### src/rtl/mips_mc_ctrl.sv
// Multi-cycle main control FSM for the MIPS datapath (fetch/decode/execute/mem/writeback).
// Optional feature: define MIPS_ILLEGAL_TRAP_EN to park illegal instructions in TRAP with a sticky flag.

package AluCtrlSig_pkg;
   localparam logic [5:0] OP_RTYPE = 6'h00;
   localparam logic [5:0] OP_J     = 6'h02;
   localparam logic [5:0] OP_BEQ   = 6'h04;
   localparam logic [5:0] OP_BNE   = 6'h05;
   localparam logic [5:0] OP_ADDI  = 6'h08;
   localparam logic [5:0] OP_LW    = 6'h23;
   localparam logic [5:0] OP_SW    = 6'h2B;

   localparam logic [5:0] FN_ADD = 6'h20;
   localparam logic [5:0] FN_SUB = 6'h22;
   localparam logic [5:0] FN_AND = 6'h24;
   localparam logic [5:0] FN_OR  = 6'h25;
   localparam logic [5:0] FN_XOR = 6'h26;
   localparam logic [5:0] FN_NOR = 6'h27;
   localparam logic [5:0] FN_SLT = 6'h2A;

   localparam logic [3:0] ALU_AND = 4'd0;
   localparam logic [3:0] ALU_OR  = 4'd1;
   localparam logic [3:0] ALU_ADD = 4'd2;
   localparam logic [3:0] ALU_SUB = 4'd6;
   localparam logic [3:0] ALU_SLT = 4'd7;
   localparam logic [3:0] ALU_NOR = 4'd12;
   localparam logic [3:0] ALU_XOR = 4'd13;
endpackage

module mips_mc_ctrl
   import AluCtrlSig_pkg::*;
#(
   parameter int CNT_W = 32
) (
   input  logic             clk,
   input  logic             rst,
   input  logic [31:0]      inst,
   input  logic             zero,
   input  logic             mem_ready,
   output logic             pcEn,
   output logic [1:0]       pc_src,
   output logic             ir_write,
   output logic             iord,
   output logic             mem_read,
   output logic             mem_write,
   output logic             reg_write,
   output logic             reg_dst,
   output logic             mem_to_reg,
   output logic             alu_src_a,
   output logic [1:0]       alu_src_b,
   output logic [3:0]       alu_ctrl,
   output logic             instr_done,
   output logic [CNT_W-1:0] instr_count,
   output logic             illegal,
   output logic [3:0]       state_dbg
);

   typedef enum logic [3:0] {
      S_FETCH   = 4'd0,
      S_DECODE  = 4'd1,
      S_MEMADR  = 4'd2,
      S_MEMRD   = 4'd3,
      S_MEMWB   = 4'd4,
      S_MEMWR   = 4'd5,
      S_RTEXE   = 4'd6,
      S_ALUWB   = 4'd7,
      S_BRANCH  = 4'd8,
      S_ADDIEXE = 4'd9,
      S_JUMP    = 4'd10,
      S_TRAP    = 4'd11
   } state_t;

   state_t           state;
   state_t           state_nxt;
   state_t           illegal_target;
   logic [5:0]       opcode;
   logic [5:0]       funct;
   logic [CNT_W-1:0] cnt_q;
   logic             unused_inst_bits;

   assign opcode           = inst[31:26];
   assign funct            = inst[5:0];
   assign unused_inst_bits = ^inst[25:6];
   assign state_dbg        = state;
   assign instr_count      = cnt_q;

   function automatic logic funct_ok(input logic [5:0] f);
      case (f)
         FN_ADD, FN_SUB, FN_AND, FN_OR, FN_XOR, FN_NOR, FN_SLT: funct_ok = 1'b1;
         default:                                               funct_ok = 1'b0;
      endcase
   endfunction

   function automatic logic [3:0] funct_alu(input logic [5:0] f);
      case (f)
         FN_SUB:  funct_alu = ALU_SUB;
         FN_AND:  funct_alu = ALU_AND;
         FN_OR:   funct_alu = ALU_OR;
         FN_XOR:  funct_alu = ALU_XOR;
         FN_NOR:  funct_alu = ALU_NOR;
         FN_SLT:  funct_alu = ALU_SLT;
         default: funct_alu = ALU_ADD;
      endcase
   endfunction

`ifdef MIPS_ILLEGAL_TRAP_EN
   assign illegal_target = S_TRAP;
`else
   // Unsupported encodings fall straight back to fetch: a two-cycle NOP.
   assign illegal_target = S_FETCH;
`endif

   always_comb begin
      state_nxt = state;
      case (state)
         S_FETCH:   state_nxt = mem_ready ? S_DECODE : S_FETCH;
         S_DECODE: begin
            case (opcode)
               OP_LW, OP_SW:    state_nxt = S_MEMADR;
               OP_RTYPE:        state_nxt = funct_ok(funct) ? S_RTEXE : illegal_target;
               OP_ADDI:         state_nxt = S_ADDIEXE;
               OP_BEQ, OP_BNE:  state_nxt = S_BRANCH;
               OP_J:            state_nxt = S_JUMP;
               default:         state_nxt = illegal_target;
            endcase
         end
         S_MEMADR:  state_nxt = (opcode == OP_LW) ? S_MEMRD : S_MEMWR;
         S_MEMRD:   state_nxt = mem_ready ? S_MEMWB : S_MEMRD;
         S_MEMWB:   state_nxt = S_FETCH;
         S_MEMWR:   state_nxt = mem_ready ? S_FETCH : S_MEMWR;
         S_RTEXE:   state_nxt = S_ALUWB;
         S_ADDIEXE: state_nxt = S_ALUWB;
         S_ALUWB:   state_nxt = S_FETCH;
         S_BRANCH:  state_nxt = S_FETCH;
         S_JUMP:    state_nxt = S_FETCH;
         S_TRAP:    state_nxt = S_TRAP;
         default:   state_nxt = S_FETCH;
      endcase
   end

   always_ff @(posedge clk or posedge rst) begin
      if (rst) begin
         state <= S_FETCH;
      end else begin
         state <= state_nxt;
      end
   end

   // Moore decode; reset forces every strobe low so an in-flight write dies immediately.
   always_comb begin
      pcEn       = 1'b0;
      pc_src     = 2'b00;
      ir_write   = 1'b0;
      iord       = 1'b0;
      mem_read   = 1'b0;
      mem_write  = 1'b0;
      reg_write  = 1'b0;
      reg_dst    = 1'b0;
      mem_to_reg = 1'b0;
      alu_src_a  = 1'b0;
      alu_src_b  = 2'b00;
      alu_ctrl   = ALU_AND;
      instr_done = 1'b0;
      if (!rst) begin
         case (state)
            S_FETCH: begin
               mem_read  = 1'b1;
               alu_src_b = 2'b01;
               alu_ctrl  = ALU_ADD;
               ir_write  = mem_ready;
               pcEn      = mem_ready;
            end
            S_DECODE: begin
               alu_src_b = 2'b11;
               alu_ctrl  = ALU_ADD;
            end
            S_MEMADR: begin
               alu_src_a = 1'b1;
               alu_src_b = 2'b10;
               alu_ctrl  = ALU_ADD;
            end
            S_MEMRD: begin
               mem_read = 1'b1;
               iord     = 1'b1;
            end
            S_MEMWB: begin
               reg_write  = 1'b1;
               mem_to_reg = 1'b1;
               instr_done = 1'b1;
            end
            S_MEMWR: begin
               mem_write  = 1'b1;
               iord       = 1'b1;
               instr_done = mem_ready;
            end
            S_RTEXE: begin
               alu_src_a = 1'b1;
               alu_ctrl  = funct_alu(funct);
            end
            S_ADDIEXE: begin
               alu_src_a = 1'b1;
               alu_src_b = 2'b10;
               alu_ctrl  = ALU_ADD;
            end
            S_ALUWB: begin
               reg_write  = 1'b1;
               reg_dst    = (opcode == OP_RTYPE);
               instr_done = 1'b1;
            end
            S_BRANCH: begin
               alu_src_a  = 1'b1;
               alu_ctrl   = ALU_SUB;
               pc_src     = 2'b01;
               pcEn       = (opcode == OP_BNE) ? !zero : zero;
               instr_done = 1'b1;
            end
            S_JUMP: begin
               pcEn       = 1'b1;
               pc_src     = 2'b10;
               instr_done = 1'b1;
            end
            default: ;
         endcase
      end
   end

   always_ff @(posedge clk or posedge rst) begin
      if (rst) begin
         cnt_q <= '0;
      end else if (instr_done) begin
         cnt_q <= cnt_q + CNT_W'(1);
      end
   end

`ifdef MIPS_ILLEGAL_TRAP_EN
   always_ff @(posedge clk or posedge rst) begin
      if (rst) begin
         illegal <= 1'b0;
      end else if (state_nxt == S_TRAP) begin
         illegal <= 1'b1;
      end
   end
`else
   assign illegal = 1'b0;
`endif

endmodule
### config.mk
export PLATFORM = sky130hd
export DESIGN_NAME = mips_mc_ctrl
export DESIGN_NICKNAME = d
export VERILOG_FILES = /design/src/rtl/mips_mc_ctrl.sv
export SDC_FILE = /design/constraint.sdc
export NUM_CORES = 1
export LEC_CHECK = 0
export BUFFER_PORTS_ARGS = -buffer_cell sky130_fd_sc_hd__buf_4
export CORE_ASPECT_RATIO = 2
export CORE_MARGIN = 1.5
export CORE_UTILIZATION = 52
export DETAILED_ROUTE_END_ITERATION = 6
export GPL_ROUTABILITY_DRIVEN = 0
export PLACE_DENSITY = 0.87
export SLEW_MARGIN = 15
export SYNTH_ARGS = -nofsm -noshare
export SYNTH_HDL_FRONTEND = slang
export SYNTH_SLANG_ARGS = --single-unit
### constraint.sdc
create_clock -name clk -period 4.76 [get_ports clk]
set_input_delay 0.952 -clock clk [delete_from_list [all_inputs] [get_ports clk]]
set_output_delay 0.952 -clock clk [all_outputs]
set_load 0.02 [all_outputs]
# Word level (Yosys, flattened, before mapping)
# Index checks and enable logic that the tools add are counted.
totals:
  out_inout_bits: 55
  reg_bits: 36
  wordCells: 79
op_classes:
  n_eq_ne: 24
  n_mux: 38
  reduce_logical: 14
  add_sub_neg: 1
ops:
  columns: ["cell", "count"]
  rows:
  - ["== test 6 bit (second input constant)", 9]
  - ["adder 32 x 1 -> 32 bit (second input constant)", 1]
  - ["case mux 4 bit (7 select lines)", 1]
  - ["case mux 4 bit (6 select lines)", 1]
  - ["two-way mux 1 bit", 23]
  - ["case mux 4 bit (5 select lines)", 1]
  - ["== test 4 x 3 -> 1 bit (second input constant)", 4]
  - ["== test 4 bit (second input constant)", 4]
  - ["OR reduction 2 bit", 7]
  - ["== test 6 x 3 -> 1 bit (second input constant)", 2]
  - ["two-way mux 3 bit", 4]
  - ["case mux 4 bit (3 select lines)", 1]
  - ["OR reduction 4 bit", 3]
  - ["== test 4 x 2 -> 1 bit (second input constant)", 2]
  - ["OR reduction 7 bit", 1]
  - ["== test 6 x 2 -> 1 bit (second input constant)", 1]
  - ["== test 6 x 4 -> 1 bit (second input constant)", 1]
  - ["zero test 6 bit", 1]
  - ["case mux 2 bit (3 select lines)", 1]
  - ["== test 4 x 1 -> 1 bit (second input constant)", 1]
  - ["zero test 4 bit", 1]
  - ["two-way mux 2 bit", 2]
  - ["two-way mux 4 bit", 1]
  - ["case mux 2 bit (2 select lines)", 1]
  - ["3 further kinds", 3]

# Logic depth before layout (Yosys ltp)
logic_depth:
  depth_word: 8
  ltp_mapped: 6
  depth_no_buf: 5

# Worst setup path before layout
# OpenSTA, ideal clock, no wires.
synth_path:
  path_type: "input to output"
  from: "in rst"
  to: "out alu_ctrl[1]"
  n_path_buf: 0
  setup_slack_ps: 1580
  arrival_ps: 2228
  cell_stages: 3
  cell_sequence: "inv_1 > nand2_1 > a21oi_1"
synth_between:
  elab_chain_cells: 1
synth_lines:
  columns: ["item", "line_no", "rtl"]
  rows:
  - ["from (decl)", "36", "input logic rst,"]
  - ["two-way mux 4 bit", "164", "if (!rst) begin"]
  - ["to (decl)", "51", "output logic [3:0] alu_ctrl,"]
# No other way between the ends.

# Final worst setup path
layout_path:
  from: "reg state[1] (netlist: state_dbg[1])"
  to: "out instr_done"
layout_between:
  elab_chain_cells: 4
layout_lines:
  columns: ["item", "line_no", "rtl"]
  rows:
  - ["from (decl)", "73", "state_t state;"]
  - ["from (signal assigned)", "145", "state <= state_nxt;"]
  - ["== test 4 bit / == test 4 x 3 -> 1 bit (equally long branches)", "165", "case (state)"]
  - ["OR reduction 4 bit (no line)", null, null]
  - ["case mux 1 bit (2 select lines) *", "165", null]
  - ["two-way mux 1 bit *", "164", null]
  - ["to (decl)", "52", "output logic instr_done,"]
# Every way passes the cells marked *; elsewhere a longest branch is shown, timed or not.

==> flow_summary.toml <==
[synth]
yosys_warnings = 0
syn-cell-area_sq_mm = 0.00215
synth_top_cell_area_share_pct = 42.0
synth_cells = 232
synth-edff-count = 0
yosys-top-cells-count = "36 x dfrtp_1, 26 x xnor2_1, 22 x nand2_1"
synthFlopType = "dfrtp_1"
yosys_register_bits = 36
yosysTopAreaCell = "dfrtp_1"
synthDistinctLibCells = 44
seq_area_frac_synth_pct = 42.0
synth_most_common_cell = "dfrtp_1"
async_reset_ff_share_pct = 100
syn_nets = 269
synth_area_leaders = "dfrtp_1 42%, xnor2_1 11%, nand2_1 3.8%"
synth.avg_cell_area_sq_um = 9.25

[placed_design]
hpwlAfterDp_microns = 4100
numPortBuffers = 69
dp_slack_ns = 1.75
placed_area_sq_mm = 0.00269

[sta]
rsz0062_at_grt = "false"
finalSetupViolations = 0
fin_ws_ns = 1.69
setup-tns-final_ns = 0
maxSlewHeadroom_pct = 43.7
timing.final.crit_share_pct = 64.6
fin_skew_ns = 0.00863
whs_ns = 0.488
final_hold_viol_count = 0
fmax_ghz = 0.325
tightest_slew_ns = 0.823
finalCriticalPeriod_ns = 3.07
slew_violations = 0

[setup_path]
critical_path_class = "reg -> out"
crit_chain = "nor3b_1 -> o32a_4 -> nor2_2 -> buf_4"
slowest_stage = "dfrtp_1"
cpPeakStageDelay_ns = 0.73
path_buf_inv = 1
critPathLaunchType = "flip-flop"
critical_path_required_ns = 3.81
cp_max_fo = 20
cp-end-kind = "output port"
cp_top_family = "flip-flops"
arrival_ns = 2.12

[cts]
cts.sinks = 36
hold_buffers = 0
root_buffer = "clkbuf_8"
cts_tree = "yes"
insertion_delay_ns = 0.29
path_clk_slew_ns = 0.07
cts_setup_buffers = 0
cts_max_level = 2
numCtsBuffers = 5
ctsResizeCount = 0
clock_path_buffers = 2

[drt]
ant_nets = 0
drc = 0
post_drt_wl_per_cell_microns = 15.2
drt_first_iter_violations = 56
vias = 1988
viasPerCell = 5.65
routed_wl_microns = 5360
first_pass_iters = 4

[power_and_ir_drop]
power_density_mw_per_mm2 = 281
power_switching_uw = 238
power_uw = 788
clkPwrFrac_pct = 33.2
comb_power_share_pct = 21.0
switching_share_pct = 30.2
intPower_uw = 550
seqPwrFrac_pct = 45.9
power_leakage_uw = 0.00128
irDropWorstVdd_mv = 0.194

[worst_hold_path]
hold_path_class = "reg -> reg"

[floorplan]
dieArea_sq_mm = 0.00455
fp-row-count = 32
io_pins = 91
dieWidth_microns = 48.4
die_y_microns = 93.9
core_sq_mm = 0.00392
initial_utilization_pct = 54.7

[global_route]
grt.busiest_layer = "met2"
gr-usage-met1_pct = 26.0
use_met3_pct = 4.14
grt.met2_usage_pct = 51.4
antenna_found_initial = 0
grt_usage_pct = 26.1
grt_max_degree = 38
grt_remaining_overflow = 0
grt_pass1_vias = 2041
grt_pass1_wl_microns = 9180

[final_layout]
register_area_sq_um = 901
fin_nets = 337
n_antenna_cell = 0
nFillCells = 322
finalInstanceArea_sq_mm = 0.00280
syn2layout_area_growth_pct = 30.4
final_layout_size_suffix_gt1_share_pct = 28.6
multi_input_area_sq_mm = 0.00119

[run_status]
status = "finished clean"

[job]
drv_cap = 0
-- registers in the layout, summed over array words and instances (netlist names) --
register     flops
instr_count     32
state_dbg        4
-- area by class of cell --
| cell class | instances | area share [%] |
|---|---|---|
| Multi-Input combinational cell | 183 | 42.4 |
| Sequential cell | 36 | 32.2 |
| Timing Repair Buffer | 70 | 18.8 |
| Clock buffer | 6 | 2.59 |
| Tap cell | 51 | 2.28 |
| Clock inverter | 2 | 1.25 |
| Inverter | 4 | 0.536 |
-- power groups by stage --
stage	combinational [uW]	clock, uW	sequential (uW)
global placement	161	0	365
CTS	165	264	360
finish	165	261	361
global route	180	278	366
floorplan	89.1	0	369
detailed placement	164	0	366
-- logic make-up (layout without fill, tap and decap cells) --
group | after synthesis | count (layout) | share of synthesized area [%]
multiplexers | 1 | 1 | 0.524
adder cells (fa/ha/maj) | 1 | 1 | 0.583
other | 1 | 1 | 0.175
buffers and inverters | 13 | 82 | 2.80
XOR/XNOR | 34 | 34 | 13.9
AO/OA/AOI/OAI | 22 | 22 | 7.63
flip-flops | 36 | 36 | 42.0
AND/OR/NAND/NOR | 124 | 124 | 32.5
-- path summary, 6_finish.rpt --
check / end / startpoint / cells past startpoint / slack [ns]
worst max-delay path: instr_done / state_dbg[1]$_DFF_PP0_ / 4 / 1.69
worst min-delay path: instr_count[31]$_DFFE_PP0P_ / instr_count[31]$_DFFE_PP0P_ / 1 / 0.49
min in group asynchronous: instr_count[4]$_DFFE_PP0P_ / rst / 3 / 0.92
worst min register to register: instr_count[31]$_DFFE_PP0P_ / instr_count[31]$_DFFE_PP0P_ / 1 / 0.49
worst max register to register: instr_count[24]$_DFFE_PP0P_ / state_dbg[1]$_DFF_PP0_ / 5 / 2.40
max in group asynchronous: instr_count[16]$_DFFE_PP0P_ / rst / 3 / 3.51
-- layout by cell type, fill, tap and decap left out, types with 2 or more instances in the layout --
cell      instances
buf_4            70
dfrtp_1          36
xnor2_1          26
nand2_1          22
nand3_1          16
nor2_1           16
nand4_1          13
nand2b_1         11
nor3_1           11
and3_1            8
xor2_1            8
clkbuf_8          5
nor2b_1           4
inv_1             4
o21ai_0           4
and4_1            3
and2_1            3
nor4_1            3
nor3_2            3
a21oi_1           3
a31oi_1           3
nor3b_1           2
or4_1             2
or3_1             2
o21a_1            2
-- per-layer routing --
metal | vias to the layer above | wire (microns)
met4 | 0 | 106
met1 | 946 | 1910
met3 | 9 | 253
li1 | 960 | -
met2 | 73 | 3080
met5 | - | 0
-- worst register-to-register path: stages (launching register included) --
cell	delay, ns
dfrtp_1	0.73
nor3b_1	0.14
o32a_4	0.44
nor3_1	0.58
nand3_1	0.19
xnor2_1	0.17
-- metrics by stage --
| stage | util (%) | cells |
|---|---|---|
| after global routing | 71.3 | 352 |
| after floorplan | - | 232 |
| after detailed placement | 68.6 | 344 |
| after global placement | 68.6 | 344 |
| final | 71.3 | 352 |
| after CTS | 71.3 | 352 |
Note: power is estimated with default switching activity, not from simulation.
